`config.mk`:
```
export PLATFORM = sky130hd
export DESIGN_NAME = jt900h_div_seq
export DESIGN_NICKNAME = d
export VERILOG_FILES = /design/src/rtl/jt900h_div_seq.sv
export SDC_FILE = /design/constraint.sdc
export NUM_CORES = 1
export LEC_CHECK = 0
export ABC_AREA = 1
export BUFFER_PORTS_ARGS = -buffer_cell sky130_fd_sc_hd__buf_4
export CAP_MARGIN = 20
export CELL_PAD_IN_SITES_DETAIL_PLACEMENT = 0
export CELL_PAD_IN_SITES_GLOBAL_PLACEMENT = 2
export CORE_AREA = 2 2 157 113
export DETAILED_ROUTE_END_ITERATION = 16
export DIE_AREA = 0 0 159 115
export MAX_ROUTING_LAYER = met4
export PLACE_DENSITY_LB_ADDON = 0.1
export SETUP_SLACK_MARGIN = 0.15
export SYNTH_ARGS = -nofsm -noshare
export SYNTH_HDL_FRONTEND = slang
export SYNTH_SLANG_ARGS = --single-unit
```
`constraint.sdc`:
```
create_clock -name clk -period 2.7 [get_ports clk]
set_input_delay 0.54 -clock clk [delete_from_list [all_inputs] [get_ports clk]]
set_output_delay 0.54 -clock clk [all_outputs]
set_load 0.01 [all_outputs]
```
`src/rtl/jt900h_div_seq.sv`:
```
// jt900h_div_seq: DIV/DIVS execution sequencer wrapped around the unsigned
// restoring divider jt900h_div.
// The sequencer takes a divide request and launches the divider on operand
// magnitudes. It waits for the divider, then fixes up the result signs and
// raises the divide-by-zero and overflow flags.
// Build option: define JT900H_DIVS_EN to compile in the signed path
// (operand magnitudes, sign fix-up, signed overflow). Without it every
// division is unsigned, `sgn` is ignored and `ov` mirrors `dz`.
module jt900h_div_seq (
    input  logic        clk,
    input  logic        rst_n,
    // request side (ALU / microcode)
    input  logic        req,
    input  logic        sgn,
    input  logic        len,
    input  logic [15:0] dividend,
    input  logic [15:0] divisor,
    // divider side
    output logic        div_start,
    output logic        div_len,
    output logic [15:0] div_op0,
    output logic [15:0] div_op1,
    input  logic [15:0] div_quot,
    input  logic [15:0] div_rem,
    input  logic        div_busy,
    // result side
    output logic        busy,
    output logic        done,
    output logic [15:0] quot,
    output logic [15:0] rem,
    output logic        ov,
    output logic        dz
);

    typedef enum logic [2:0] {
        IDLE   = 3'd0,
        PREP   = 3'd1,
        LAUNCH = 3'd2,
        WAIT   = 3'd3,
        FIX    = 3'd4,
        DONE   = 3'd5
    } state_t;

    state_t state, state_nxt;

    // Latched request
    logic        len_r;
    logic        dz_r;
    logic [15:0] op_a;
    logic [15:0] op_b;

    // Raw unsigned results captured when the divider finishes
    logic [15:0] q_raw;
    logic [15:0] r_raw;

    // Result candidates presented to the output registers while in FIX
    logic [15:0] q_mag;
    logic [15:0] r_mag;
    logic [15:0] fix_quot;
    logic [15:0] fix_rem;
    logic        fix_ov;

    logic        accept;
    logic        divisor_zero;

    // Keep only the active width: byte mode clears the upper byte.
    function automatic logic [15:0] in_width(input logic [15:0] x, input logic word);
        return word ? x : {8'h00, x[7:0]};
    endfunction

`ifdef JT900H_DIVS_EN
    logic sgn_r;
    logic neg_a;
    logic neg_b;
    logic neg_q;

    function automatic logic msb(input logic [15:0] x, input logic word);
        return word ? x[15] : x[7];
    endfunction

    function automatic logic [15:0] neg_width(input logic [15:0] x, input logic word);
        return in_width(~x + 16'd1, word);
    endfunction

    // Magnitude of a two's-complement value in the active width
    function automatic logic [15:0] mag(input logic [15:0] x, input logic word, input logic s);
        return (s && msb(x, word)) ? neg_width(x, word) : in_width(x, word);
    endfunction
`else
    // Only the signed build looks at the sign request.
    logic unused_sgn;
    assign unused_sgn = sgn;
`endif

    // A request is only taken in IDLE and never while the divider is still
    // running, e.g. after a reset abandoned an operation.
    assign accept       = (state == IDLE) && req && !div_busy;
    assign divisor_zero = (in_width(divisor, len) == 16'h0000);

    // State register
    always_ff @(posedge clk) begin
        // NOTE: every clocked block uses non-blocking assignments so all state
        // updates see the values from before the edge, whatever the block order.
        if (!rst_n) state <= IDLE;
        else        state <= state_nxt;
    end

    // Next-state decode and the divider start strobe
    always_comb begin
        // NOTE: defaults first, so every path assigns every output and no
        // latch is inferred.
        state_nxt = state;
        div_start = 1'b0;
        case (state)
            IDLE:    if (accept) state_nxt = divisor_zero ? FIX : PREP;
            PREP:    state_nxt = LAUNCH;
            LAUNCH: begin
                div_start = 1'b1;
                state_nxt = WAIT;
            end
            WAIT:    if (!div_busy) state_nxt = FIX;
            FIX:     state_nxt = DONE;
            DONE:    state_nxt = IDLE;
            default: state_nxt = IDLE;
        endcase
    end

    // Capture the request when it is accepted
    always_ff @(posedge clk) begin
        if (!rst_n) begin
            len_r <= 1'b0;
            dz_r  <= 1'b0;
            op_a  <= 16'h0000;
            op_b  <= 16'h0000;
`ifdef JT900H_DIVS_EN
            sgn_r <= 1'b0;
`endif
        end else if (accept) begin
            len_r <= len;
            dz_r  <= divisor_zero;
            op_a  <= dividend;
            op_b  <= divisor;
`ifdef JT900H_DIVS_EN
            sgn_r <= sgn;
`endif
        end
    end

    // Present operand magnitudes to the divider; held outside PREP
    always_ff @(posedge clk) begin
        if (!rst_n) begin
            div_len <= 1'b0;
            div_op0 <= 16'h0000;
            div_op1 <= 16'h0000;
`ifdef JT900H_DIVS_EN
            neg_a   <= 1'b0;
            neg_b   <= 1'b0;
`endif
        end else if (state == PREP) begin
            div_len <= len_r;
`ifdef JT900H_DIVS_EN
            div_op0 <= mag(op_a, len_r, sgn_r);
            div_op1 <= mag(op_b, len_r, sgn_r);
            neg_a   <= sgn_r & msb(op_a, len_r);
            neg_b   <= sgn_r & msb(op_b, len_r);
`else
            div_op0 <= in_width(op_a, len_r);
            div_op1 <= in_width(op_b, len_r);
`endif
        end
    end

    // Snapshot the divider results on the cycle it reports completion
    always_ff @(posedge clk) begin
        if (!rst_n) begin
            q_raw <= 16'h0000;
            r_raw <= 16'h0000;
        end else if (state == WAIT && !div_busy) begin
            q_raw <= div_quot;
            r_raw <= div_rem;
        end
    end

    // Sign fix-up, overflow detection and the divide-by-zero override
    always_comb begin
        q_mag    = in_width(q_raw, len_r);
        r_mag    = in_width(r_raw, len_r);
        fix_quot = q_mag;
        fix_rem  = r_mag;
        fix_ov   = 1'b0;
`ifdef JT900H_DIVS_EN
        // Sign flags are zero for unsigned requests, so no negation happens.
        neg_q = neg_a ^ neg_b;
        if (neg_q) begin
            fix_quot = neg_width(q_mag, len_r);
        end
        if (neg_a) begin
            fix_rem = neg_width(r_mag, len_r);
        end
        // A negative result may reach -2^(n-1); a positive one only 2^(n-1)-1.
        if (sgn_r) begin
            if (neg_q) fix_ov = q_mag > (len_r ? 16'h8000 : 16'h0080);
            else       fix_ov = q_mag > (len_r ? 16'h7FFF : 16'h007F);
        end
`endif
        // Zero divisor: the divider never ran, so raw results are stale.
        if (dz_r) begin
            fix_quot = len_r ? 16'hFFFF : 16'h00FF;
            fix_rem  = in_width(op_a, len_r);
            fix_ov   = 1'b1;
        end
    end

    // Handshake flags and result registers
    always_ff @(posedge clk) begin
        if (!rst_n) begin
            busy <= 1'b0;
            done <= 1'b0;
            quot <= 16'h0000;
            rem  <= 16'h0000;
            ov   <= 1'b0;
            dz   <= 1'b0;
        end else begin
            done <= 1'b0;
            if (accept) begin
                busy <= 1'b1;
            end
            if (state == FIX) begin
                quot <= fix_quot;
                rem  <= fix_rem;
                ov   <= fix_ov;
                dz   <= dz_r;
            end
            if (state == DONE) begin
                done <= 1'b1;
                busy <= 1'b0;
            end
        end
    end

    // The start strobe is a single-cycle pulse.
    a_start_pulse: assert property (@(posedge clk) disable iff (!rst_n)
        div_start |=> !div_start);

    // Completion is never reported while an operation is still in progress.
    a_done_idle: assert property (@(posedge clk) disable iff (!rst_n)
        done |-> !busy);

endmodule

```
# Word-level counts from Yosys, hierarchy flattened
# Index checks and enable logic that the tools add are counted.
# W data, S select, Z words.
# op_classes
eq_ne	7
n_mux	15
bitwise_logic	1
n_reduce_logical	8
# op_table
operator	n
$mux W16	8
$logic_not A16 Y1	1
$pmux W3 S5	1
$mux W3	3
$eq A3 B2 Y1 const B	2
$eq A3 B3 Y1 const B	2
$ne A2 B2 Y1 const B	2
$eq A3 B1 Y1 const B	1
$logic_and A1 B1 Y1	3
$logic_not A3 Y1	1
$mux W1	3
$reduce_and A2 Y1	1
$reduce_or A2 Y1	1
$logic_not A1 Y1	1
$not A1 Y1	1
# word_totals
register_bits	138
in_bits	70
output_inout_bits	70
word_cells	47

# Longest topological paths before layout
# depth
depth_word	5
mapped_depth	9
depth_no_buf	8

# Worst setup path before layout
# No wires, ideal clock.
# synth_path
path_kind	flip-flop to output port
from	register state[1]
to	output port div_start
arrival_time_ps	838
t_required_ps	2160
path_slack_ps	1322
path_stages_with_launch	3
n_path_buf	0
cell_sequence	dfxtp_1 > inv_1 > nor3_1
# synth_via
elab_chain_cells	2
# synth_rtl
element	line	text
start, declared	44	state_t state, state_nxt;
start signal, assigned	105	else state <= state_nxt;
$eq A3 B2 Y1	114	case (state)
$mux W1	114	
end, declared	19	output logic div_start,
# No other way between the ends.

# Worst setup path after layout
# Ends and elaborated chain as after synthesis.

==> reports/results.env <==
SUMMED_INSTANCE_AREA_OF_THE_SYNTHESIZED_NETLIST_MM2=0.00514
DRTANTENNAVIOLNETS=0
NETSWITCHINGFRACTION=0.319
DIE_AREA_MM2=0.0183
RUN_STATUS='finished, final reports clean'
WORSTSETUPPATHTYPE='register to primary output'
NUM_ROWS=40
CTS.REPORTEDPATHS.CLKPINSLEW_NS=0.06
DIODES=0
SYN_AREA_PER_CELL_UM2=7.79
HOLDCRITPATHCLASS='input port to register'
PLACEMENT.CELL_AREA_MM2=0.00630
TRITONCTS_CLOCK_TREE='built'
POST_CTS_HOLD_BUFFER_COUNT=0
CLOCK_POWER_SHARE=0.365
GRT_UTIL_ALL_LAYERS=0.181
COREAREA_MM2=0.0168
DR.FIRST_ITER.DRC_COUNT=252
FINALHOLDVIOLATIONS=0
REQUIRED_NS=2.16
PLACE_CONGESTION=0.788
VDD_DROP_MAX_uV=377
SYNTH_EDF_COUNT=0
POST-CTS-SETUP-BUFFER-COUNT=0
ENDPOINT_KIND='primary output'
LARGEST_CELLS_BY_AREA_AFTER_SYNTHESIS='dfxtp_1 (53%), nor2_1 (13%), o21ai_0 (9.4%)'
P_SEQ_FRAC=0.392
SYNTH-ASYNC-RESET-RATIO=0
DRT_FIRST_PASS_ITERS=4
SYNTH.LIB_CELLS_USED.DISTINCT=28
DP_HPWL_UM=9990
SYNTH_TOP_FAMILY_BY_AREA='simple AND/OR/NAND/NOR gates'
WORST_SKEW_LATE_LATENCY_NS=0.42
P_LEAK_uW=0.00300
POWER.INTERNAL_uW=4470
ANTENNA_FOUND_INITIAL=0
SYNTHTOPCELLSBYCOUNT='nor2_1 (178), dfxtp_1 (137), o21ai_0 (97), nand2_1 (78), a21oi_1 (30)'
CTS_BUFFERS=17
CTS-HTREE-LEVELS=4
IOS=140
CLOCK-SKEW-FINAL_NS=0.00601
MAXIMUM_NUMBER_OF_PINS_ON_ONE_NET_BEFORE_GLOBAL_ROUTE_REPAIR=95
DIEWIDTH_UM=159
SYNTHDOMINANTCELLAREASHARE=0.533
CAP_VIOL_MAX_COUNT=0
SETUP_VIOL=0
TIMING.CRITICAL_PATH.ARRIVAL_NS=1.43
TIMING.SLEW.HEADROOM=0.409
POST-ROUTE-MIN-PERIOD_NS=1.97
TOTALNEGATIVESETUPSLACK_NS=0
SYNTH.LARGEST_AREA_CELL='dfxtp_1'
POST_SYNTH_XOR_AREA_FRACTION=0
PERIOD_SHARE=0.731
NET_SWITCHING_POWER_FIGURE_uW=2100
SYNTH_COMPOUND_GATE_AREA_SHARE=0.171
YS.FLOP_TYPE='dfxtp_1'
YOSYSMOSTFREQUENTCELL='nor2_1'
BUFFER_PORTS.INSERTED=138
INITIAL_CORE_UTILIZATION=0.306
GLOBAL_ROUTE_OVERFLOW=0
FMAXACHIEVABLE_MHz=507
POSTSYNTHCELLCOUNT=660
FINISH.INSTANCE_AREA_MM2=0.00690
YOSYSSEQAREASHARE=0.533
POSTSYNTHREGISTERBITS=137
WORST-PATH-MAX-FANOUT=5
SYNTH_ADDER_AREA_SHARE=0
WORST_SLEW_PIN_SLEW_NS=0.887
DIE-HEIGHT_UM=115
SETUP_REPAIR_AFTER_GLOBAL_ROUTING_MISSED_ITS_MARGIN='false'
POWER.SHARE.COMBINATIONAL=0.244
WIRE_PER_INST_UM=15.4
SYNTH.YOSYS.WARNINGS=0
CTS_ROOT_BUFFER='clkbuf_16'
VIAS_PER_CELL=4.63
GRT_FIRST_PASS_WIRELENGTH_UM=24900
DRV_SLEW=0
DRIVE_ABOVE_1_SHARE=0.236
NUMBER_OF_REMAINING_DRC_ERRORS=0
POST_SYNTH_AND_OR_NAND_NOR_AREA_FRACTION=0.236
MUXSHAREOFSYNTHAREA=0
LAYOUT.CORE_UTILIZATION=0.410
CTS_SINKS=137
VIAS=4734
FIRST_GLOBAL_VIAS=4682
SYN-NUM-NETS=730
FIN_NETS=849
CTS.REPAIR.RESIZED=0
CELLPOWERDENSITY_mW_PER_MM2=951
CLOCKBUFFERDEPTH=2
SYN2LAYOUT_AREA_GROWTH_PCT=34.2
WORST_SETUP_PATH_START_KIND='register'
ROUTE.FINAL.WIRE_LENGTH_UM=15700
path summary, 6_finish.rpt:
check        startpoint        end  slack [ns]  cells after the start
max            state[1]  div_start        0.73                      3
min          div_rem[7]   r_raw[7]        0.34                      3
min reg2reg     div_len    div_len        0.46                      2
max reg2reg        dz_r    rem[11]        0.94                      4
power by group through the flow:
stage               registers, uW  logic (uW)  clock network, uW
floorplan                    2630         953                  0
global placement             2610        1620                  0
detailed placement           2610        1620                  0
CTS                          2570        1630               2450
global route                 2610        1810               2550
finish                       2570        1600               2390
flip-flops by register name, summed over array words and instances (netlist names):
| name | cells |
|---|---|
| busy | 1 |
| div_len | 1 |
| div_op0 | 16 |
| div_op1 | 16 |
| done | 1 |
| dz_r | 1 |
| len_r | 1 |
| op_a | 16 |
| op_b | 16 |
| ov | 1 |
| q_raw | 16 |
| quot | 16 |
| r_raw | 16 |
| rem | 16 |
| state | 3 |
placed cells by master (no fill, tap or decap), types with 2 or more instances in the layout:
master,Yosys,final
dfxtp_1,137,137
clkinv_2,0,2
bufinv_16,0,3
clkbuf_8,0,3
clkbuf_16,0,17
a21oi_1,30,30
buf_4,6,146
nand2_1,78,78
nor2_1,178,178
nor2_8,2,2
nand3_1,25,25
a31oi_1,17,17
nor3_1,2,2
clkinvlp_4,0,2
clkinv_1,2,2
o21ai_0,97,97
nand2_2,2,2
o21ai_1,15,15
clkbuf_1,20,5
inv_2,3,3
inv_1,9,9
a211oi_1,8,8
cells by family (layout without fill, tap and decap cells):
| logic type | after synthesis | count (layout) |
|---|---|---|
| simple gates | 294 | 294 |
| buf+inv | 62 | 194 |
| compound gates | 167 | 167 |
| flops | 137 | 137 |
layer usage:
metal,vias to the layer above,global-route usage,wire length [um]
met4,0,0.0576,213
met3,16,0.0595,816
li1,2408,-,-
met1,2205,0.233,7910
met5,-,-,0
met2,105,0.269,6770
stage by stage:
stage                     setup slack, ns  std cells  hold WS (ns)  power [uW]
final                               0.726       1023         0.339        6560
after global routing                0.591       1023         0.325        6960
after CTS                           0.712       1023         0.323        6650
after detailed placement            0.886        991         0.461        4230
after global placement              0.875        991         0.449        4220
after floorplan                      1.32        660         0.450        3580
worst max-delay path, stage by stage, from the launching register on:
cell	delay, ns
dfxtp_1	0.47
inv_1	0.11
nor3_1	0.25
buf_4	0.18
final cells by class:
cell class	instances	area (um^2)
multi-input combinational	461	2090
fill	1760	9920
timing repair buffer	147	1120
clock inverter	7	115
clock buffer	25	485
tap	231	289
inverter	15	58.8
sequential	137	2740
(Power assumes the default switching activity.)
